`src/rtl/approx_dot_acc_if.sv`:
```
// Operand-in / sum-out stream bundle for approx_dot_acc.
// master = producer/consumer side, slave = the accumulator.
`timescale 1ns/1ps
interface approx_dot_acc_if #(
  parameter int ACC_W = 24
);
  logic             in_valid;
  logic             in_ready;
  logic [7:0]       in_a;
  logic [7:0]       in_b;
  logic             out_valid;
  logic             out_ready;
  logic [ACC_W-1:0] out_sum;
  logic             out_ovf;

  modport master (
    output in_valid, in_a, in_b, out_ready,
    input  in_ready, out_valid, out_sum, out_ovf
  );

  modport slave (
    input  in_valid, in_a, in_b, out_ready,
    output in_ready, out_valid, out_sum, out_ovf
  );
endinterface

```
`src/rtl/approx_dot_acc.sv`:
```
// Streaming dot-product accumulator around an external 8x8 multiplier.
// Optional DOT_ACC_SAT_EN: saturate on overflow and raise out_ovf.
`timescale 1ns/1ps
module approx_dot_acc #(
  parameter int LEN   = 16,
  parameter int ACC_W = 24
) (
  input  logic        clk,
  input  logic        rst_n,
  approx_dot_acc_if.slave io,
  output logic [7:0]  mul_a,
  output logic [7:0]  mul_b,
  input  logic [15:0] mul_prod
);

  localparam int CW = (LEN > 1) ? $clog2(LEN) : 1;

  typedef enum logic [1:0] {
    ACC   = 2'd0,
    DRAIN = 2'd1,
    HOLD  = 2'd2
  } state_e;

  state_e           state_q;
  logic [CW-1:0]    cnt_q;
  logic [7:0]       mul_a_q;
  logic [7:0]       mul_b_q;
  logic             s1_v_q;
  logic             s1_first_q;
  logic             s1_last_q;
  logic [15:0]      prod_q;
  logic             s2_v_q;
  logic             s2_first_q;
  logic             s2_last_q;
  logic [ACC_W-1:0] sum_q;
  logic             ovf_q;
  logic             out_valid_q;

  logic             hs;
  logic             first_in;
  logic             last_in;
  logic [ACC_W-1:0] base;
  logic [ACC_W-1:0] prod_x;
  logic [ACC_W-1:0] acc_d;
  logic             ovf_d;

  assign io.in_ready  = (state_q == ACC);
  assign io.out_valid = out_valid_q;
  assign io.out_sum   = sum_q;
  assign io.out_ovf   = ovf_q;
  assign mul_a        = mul_a_q;
  assign mul_b        = mul_b_q;

  assign hs       = io.in_valid & io.in_ready;
  assign first_in = (cnt_q == '0);
  assign last_in  = (cnt_q == CW'(LEN - 1));

  // The accumulator doubles as the output register.
`ifdef DOT_ACC_SAT_EN
  logic [ACC_W:0] sum_w;

  always_comb begin
    base   = s2_first_q ? '0 : sum_q;
    prod_x = ACC_W'(prod_q);
    sum_w  = {1'b0, base} + {1'b0, prod_x};
    acc_d  = sum_w[ACC_W] ? '1 : sum_w[ACC_W-1:0];
    ovf_d  = (~s2_first_q & ovf_q) | sum_w[ACC_W];
  end
`else
  always_comb begin
    base   = s2_first_q ? '0 : sum_q;
    prod_x = ACC_W'(prod_q);
    acc_d  = base + prod_x;
    ovf_d  = 1'b0;
  end
`endif

  always_ff @(posedge clk or negedge rst_n) begin
    if (!rst_n) begin
      state_q     <= ACC;
      cnt_q       <= '0;
      mul_a_q     <= '0;
      mul_b_q     <= '0;
      s1_v_q      <= 1'b0;
      s1_first_q  <= 1'b0;
      s1_last_q   <= 1'b0;
      prod_q      <= '0;
      s2_v_q      <= 1'b0;
      s2_first_q  <= 1'b0;
      s2_last_q   <= 1'b0;
      sum_q       <= '0;
      ovf_q       <= 1'b0;
      out_valid_q <= 1'b0;
    end else begin
      s1_v_q <= hs;
      if (hs) begin
        mul_a_q    <= io.in_a;
        mul_b_q    <= io.in_b;
        s1_first_q <= first_in;
        s1_last_q  <= last_in;
        cnt_q      <= last_in ? '0 : cnt_q + 1'b1;
      end

      s2_v_q <= s1_v_q;
      if (s1_v_q) begin
        prod_q     <= mul_prod;
        s2_first_q <= s1_first_q;
        s2_last_q  <= s1_last_q;
      end

      if (s2_v_q) begin
        sum_q <= acc_d;
        ovf_q <= ovf_d;
      end

      unique case (state_q)
        ACC: begin
          if (hs && last_in) state_q <= DRAIN;
        end
        DRAIN: begin
          if (s2_v_q && s2_last_q) begin
            state_q     <= HOLD;
            out_valid_q <= 1'b1;
          end
        end
        HOLD: begin
          if (io.out_ready) begin
            state_q     <= ACC;
            out_valid_q <= 1'b0;
            ovf_q       <= 1'b0;
          end
        end
        default: state_q <= ACC;
      endcase
    end
  end

endmodule

```
`src/flat_wrapper.sv`:
```
// flat-port wrapper written by rule: the top's interface ports become plain ports
module approx_dot_acc_flat 
#(
  parameter int LEN   = 16,
  parameter int ACC_W = 24
)
  (clk, rst_n, mul_a, mul_b, mul_prod, io_in_valid, io_in_a, io_in_b, io_out_ready, io_in_ready, io_out_valid, io_out_sum, io_out_ovf);
  approx_dot_acc_if #(.ACC_W(ACC_W)) io_i ();
  input  logic clk;
  input  logic rst_n;
  output logic [7:0] mul_a;
  output logic [7:0] mul_b;
  input  logic [15:0] mul_prod;
  input wire logic [$bits(io_i.in_valid)-1:0] io_in_valid;
  input wire logic [$bits(io_i.in_a)-1:0] io_in_a;
  input wire logic [$bits(io_i.in_b)-1:0] io_in_b;
  input wire logic [$bits(io_i.out_ready)-1:0] io_out_ready;
  output wire logic [$bits(io_i.in_ready)-1:0] io_in_ready;
  output wire logic [$bits(io_i.out_valid)-1:0] io_out_valid;
  output wire logic [$bits(io_i.out_sum)-1:0] io_out_sum;
  output wire logic [$bits(io_i.out_ovf)-1:0] io_out_ovf;
  assign io_i.in_valid = io_in_valid;
  assign io_i.in_a = io_in_a;
  assign io_i.in_b = io_in_b;
  assign io_i.out_ready = io_out_ready;
  assign io_in_ready = io_i.in_ready;
  assign io_out_valid = io_i.out_valid;
  assign io_out_sum = io_i.out_sum;
  assign io_out_ovf = io_i.out_ovf;
  approx_dot_acc #(.LEN(LEN), .ACC_W(ACC_W)) u_core (.clk(clk), .rst_n(rst_n), .io(io_i), .mul_a(mul_a), .mul_b(mul_b), .mul_prod(mul_prod));
endmodule
```
`config.mk`:
```
export PLATFORM = sky130hd
export DESIGN_NAME = approx_dot_acc_flat
export DESIGN_NICKNAME = d
export VERILOG_FILES = /design/src/rtl/approx_dot_acc_if.sv /design/src/rtl/approx_dot_acc.sv /design/src/flat_wrapper.sv
export SDC_FILE = /design/constraint.sdc
export NUM_CORES = 1
export LEC_CHECK = 0
export ABC_AREA = 1
export ABC_CLOCK_PERIOD_IN_PS = 5600
export CELL_PAD_IN_SITES_DETAIL_PLACEMENT = 0
export CELL_PAD_IN_SITES_GLOBAL_PLACEMENT = 1
export CORE_MARGIN = 8
export CORE_UTILIZATION = 41
export CTS_CLUSTER_SIZE = 28
export DETAILED_ROUTE_END_ITERATION = 16
export HOLD_SLACK_MARGIN = 0.08
export PLACE_DENSITY = 0.85
export SYNTH_ARGS = -nofsm -noshare
export SYNTH_HDL_FRONTEND = slang
export SYNTH_SLANG_ARGS = --single-unit
export TNS_END_PERCENT = 30
```
`constraint.sdc`:
```
create_clock -name clk -period 5.6 [get_ports clk]
set_clock_uncertainty 0.15 [all_clocks]
set_input_delay 1.68 -clock clk [delete_from_list [all_inputs] [get_ports clk]]
set_output_delay 1.68 -clock clk [all_outputs]
set_load 0.05 [all_outputs]
```
Word level (Yosys, flattened, before mapping)
Cells that the tools add are included.
W data, S select, Z words.
{ "op_classes": {"n_reduce_logical": 7, "n_div": 0, "bitwise": 1, "add_sub_neg": 2, "eq_ne": 6, "shifts": 0, "magnitude_cmp": 0, "mux": 12, "multipliers": 0} }
{ "ops": {"columns": ["cell", "count"], "rows": [
  ["$add A24 B16 Y24", 1],
  ["$mux W24", 1],
  ["$mux W2", 3],
  ["$pmux W2 S3", 1],
  ["$reduce_and A3 Y1", 2],
  ["$mux W1", 5],
  ["$add A4 B1 Y4 const B", 1],
  ["$eq A4 B4 Y1 const B", 1],
  ["$logic_not A4 Y1", 1],
  ["$mux W4", 1],
  ["$ne A2 B2 Y1 const B", 2],
  ["$eq A2 B1 Y1 const B", 1],
  ["$eq A2 B2 Y1 const B", 1],
  ["$logic_and A1 B1 Y1", 2],
  ["$logic_not A2 Y1", 1],
  ["$ne A2 B1 Y1 const B", 1],
  ["$pmux W1 S2", 1],
  ["$reduce_bool A2 Y1", 1],
  ["$and A1 B1 Y1", 1]
]} }
{ "word_totals": {"latch_bits": 0, "regBits": 70, "ramBits": 0, "memories": 0, "inputBits": 36, "wordCells": 42, "mem_bits_ro": 0} }

Depth between registers and ports, before layout
{ "depth": {"word_depth": 5, "mapped_depth": 16, "ltp_nobuf": 15} }

Worst setup path before layout
Ideal clock, no wire load.
{ "synth_path": {"kind": "reg2out", "from": "register u_core.state_q[1]", "to": "output port io_in_ready", "required_ns": 3.770, "n_path_buf": 0, "slack_ns": 2.721, "stages_incl_launch_ff": 2, "arrival_time_ns": 1.049, "path_cell_list": "dfrtp_1 -> nor2_1"} }
{ "synth_between": {"elab_chain_len": 1} }
{ "synth_rtl": {"columns": ["element", "line", "rtl"], "rows": [
  ["start, declared", "approx_dot_acc.sv:24", "state_e state_q;"],
  ["start signal, assigned", "approx_dot_acc.sv:80", "state_q <= ACC;"],
  ["start signal, assigned", "approx_dot_acc.sv:118", "if (hs && last_in) state_q <= DRAIN;"],
  ["start signal, assigned", "approx_dot_acc.sv:122", "state_q <= HOLD;"],
  ["$logic_not A2 Y1", "approx_dot_acc.sv:47", "assign io.in_ready = (state_q == ACC);"],
  ["end, declared", "flat_wrapper.sv:18", "output wire logic [$bits(io_i.in_ready)-1:0] io_in_ready;"]
]} }
Every way passes these cells.

Worst setup path after layout
Same ends and word-level chain as after synthesis.

==> parameters.txt <==
Parameter                              Value

Critical path
  Sum of buffers and inverters on the critical path ... 1
  Critical-path cell list ... nor2_1, clkdlybuf4s50_1
  Critical Path Sink Type ... output port
  Required time at the worst-slack endpoint ... 3.77 ns
  Largest driver fanout on the critical path ... 3
  Data arrival time at the worst-slack endpoint ... 1.74 ns
  Worst setup SP type ... flip-flop
  Slowest CP cell ... clkdlybuf4s50_1
  Worst path top cell family by delay ... buffers and inverters
  Crit path largest cell delay ... 0.84 ns
  CP Class ... flip-flop to output port

CTS
  Post-CTS setup repair buffer count ... 0
  Total of cells resized after clock tree synthesis ... 0
  Root buffer cell ... clkbuf_8
  Buffer levels on the longest clock path ... 2
  Post-CTS clock slew at the launch and capture registers of the worst setup and hold paths ... 0.08 ns
  Maximum level of the CTS H-tree ... 3
  Post-CTS Hold Buffers ... 0
  CTS Buf Count ... 9
  TritonCTS clock tree ... done
  Clock latency at the later pin of the worst-skew pair ... 0.34 ns
  Sink Count ... 70

Cells and area
  Synthesis-to-finish area growth ... 26.59%
  Count of inserted antenna diode cells ... 0
  Commonest cells after routing, fill and taps aside ... nand2_1, inv_1, clkdlybuf4s50_1
  Fraction of layout instances using a drive strength above 1 ... 0.1017
  Final layout net count ... 679
  Number of fillers in the final layout ... 951
  Most frequent standard cell in the layout excluding fill and tap cells ... nand2_1

GRT
  Global Route Usage Sum ... 0.1596
  Initial antenna violation count ... 0
  Largest net degree at the start of global routing ... 44
  Global route total overflow ... 0
  First-pass GRT wire length ... 17,200 µm
  Vias in the first global route ... 3,833

Drt
  Post-DR wirelength/cell ... 13.19 µm
  Via density ... 4.723
  Detailed Route WL ... 10,050 µm
  Starting DRT DRC Count ... 144
  DR pass1 iterations ... 7
  Post-detailed-route DRC marker count ... 0
  Post-route antenna net violation count ... 0
  Via Count ... 3,599

Floorplanning
  Total Die Area ... 0.01353 mm²
  Starting utilization of the core area ... 0.4222
  Core region area ... 0.009774 mm²
  Die height ... 116.3 µm
  Std-Cell Rows ... 36
  Die Wd ... 116.3 µm
  Ports placed on the boundary ... 79

STA
  Period Utilization, post-route ... 0.6383
  Slew @ Worst Pin ... 0.9464 ns
  Max frequency ... 279.8 MHz
  Pins over their slew limit ... 0
  RSZ-0062 raised after global routing ... no
  Shortest clock period the worst path allows after layout ... 3.574 ns
  Slew headroom ... 0.3690
  Total negative setup slack ... 0 ns
  Final-report hold violation count ... 0
  Final count of negative-setup-slack endpoints ... 0

Placed design
  Half-perimeter wire length after detailed placement ... 7785 µm
  Number of I/O port buffers ... 78
  Routability-driven placement congestion ratio ... 0.8446

Synthesis
  Sequential fraction of the synthesis area ... 0.4245
  Simple-gate share of the synthesized area ... 0.3226
  Post-synthesis instance total ... 546
  Number of synthesis warnings ... 0
  Synthesis-stage register bit count ... 70
  Net count of the mapped netlist ... 601
  Synth Cell Area ... 0.004126 mm²
  Distinct cells, synth ... 34
  Mux cell area share after synthesis ... 0.04366
  Synth Area in Compound Gates ... 0.05064
  Largest family of logic cells by synthesized area ... simple AND/OR/NAND/NOR gates
  Mean Syn Cell Area ... 7.558 µm²
  Synthesized-area fraction occupied by adder cells ... 0.05943
  XOR/XNOR share of the synthesized area ... 0.008490

Run status
  Run status ... finished clean

Flow run
  Count of maximum capacitance violations ... 0

Hold path
  Hold Path Class ... flip-flop to flip-flop
## cells in the mapped netlist (all sizes together)
cell type  number  area (µm²)
nand3          37       215.2
a21oi          14       73.82
nand2         193       752.0
o21ai          19       95.09
and2            1       8.760
nor4            4       31.28
mux2           16       180.2
ha             18       225.2
inv            82       307.8
o22ai           4       25.02
o21bai          1       7.510
xor2            3       26.28
nor2           52       220.2
o211ai          1       7.510
dfrtp          70        1752
buf             8       47.54
or2             3       18.77
nand3b          8       60.06
xnor2           1       8.760
fa              1       20.02
clkbuf          5       18.77
nor3            5       25.02
## path summary, 6_finish.rpt
path                                        start                    end  slack, ns  depth (start not counted)
worst max-delay path            u_core.state_q[1]            io_in_ready       2.03                          2
max in group asynchronous                   rst_n  u_core.io.out_sum[20]       3.04                          2
min in group asynchronous                   rst_n        u_core.mul_a[2]       1.33                          1
worst min register to register    u_core.mul_a[3]        u_core.mul_a[3]       0.34                          2
worst min-delay path              u_core.mul_a[3]        u_core.mul_a[3]       0.34                          2
worst max register to register  u_core.s2_first_q   u_core.io.out_sum[6]       2.71                         10
## logic make-up after synthesis
logic type	count (synthesis)
simple gates	303
buf+inv	95
flops	70
compound gates	39
fa+ha+maj	19
mux	16
xor+xnor	4
## state kept, by name (all words and copies together) (netlist names)
name / flops
u_core.mul_a: 8
u_core.cnt_q: 4
u_core.io.out_sum: 24
u_core.s2_last_q: 1
u_core.s1_last_q: 1
u_core.mul_b: 8
u_core.io.out_ovf: 1
u_core.io.out_valid: 1
u_core.s2_first_q: 1
u_core.state_q: 2
u_core.prod_q: 16
u_core.s1_first_q: 1
u_core.s2_v_q: 1
u_core.s1_v_q: 1
## layer usage
metal	part of all wire	GRT usage	vias to the layer above
met5	0	0	-
met1	0.43	0.1820	1652
li1	-	-	1856
met3	0.080	0.05429	4
met2	0.48	0.2750	87
met4	0.0049	0.05099	0
## per-stage QoR
| step | cell area [µm²] | utilization | setup slack [ns] | hold WS (ns) | instances |
|---|---|---|---|---|---|
| 2_1_floorplan | 4126 | - | 2.721 | 0.2172 | 546 |
| 3_3_place_gp | 5017 | 0.5133 | 1.916 | 0.3129 | 746 |
| 3_5_place_dp | 5017 | 0.5133 | 1.856 | 0.3151 | 746 |
| 4_1_cts | 5224 | 0.5344 | 1.992 | 0.3441 | 762 |
| 5_1_grt | 5224 | 0.5344 | 1.940 | 0.3549 | 762 |
| 6_report | 5224 | 0.5344 | 2.026 | 0.3395 | 762 |
## worst register-to-register path, cell delays in order (launching register included)
cell	delay [ns]
dfrtp_1	0.87
nor2_1	0.13
ha_1	0.28
fa_1	0.40
nand2_1	0.12
nand3_2	0.08
nand3_1	0.09
nand2_1	0.16
or2_2	0.32
nand3_1	0.06
o21ai_0	0.09
## final cells by class
| type | count | area [µm²] | area share |
|---|---|---|---|
| inverter | 82 | 307.8 | 0.05892 |
| tap | 133 | 166.4 | 0.03186 |
| multi-input combinational | 381 | 2001 | 0.3830 |
| timing repair buffer | 80 | 790.8 | 0.1514 |
| clock buffer | 10 | 137.6 | 0.02635 |
| clock inverter | 6 | 68.82 | 0.01317 |
| sequential | 70 | 1752 | 0.3353 |
Power is not shown: default switching activity piles up to over one toggle a cycle in this logic, so the estimate is an artifact.
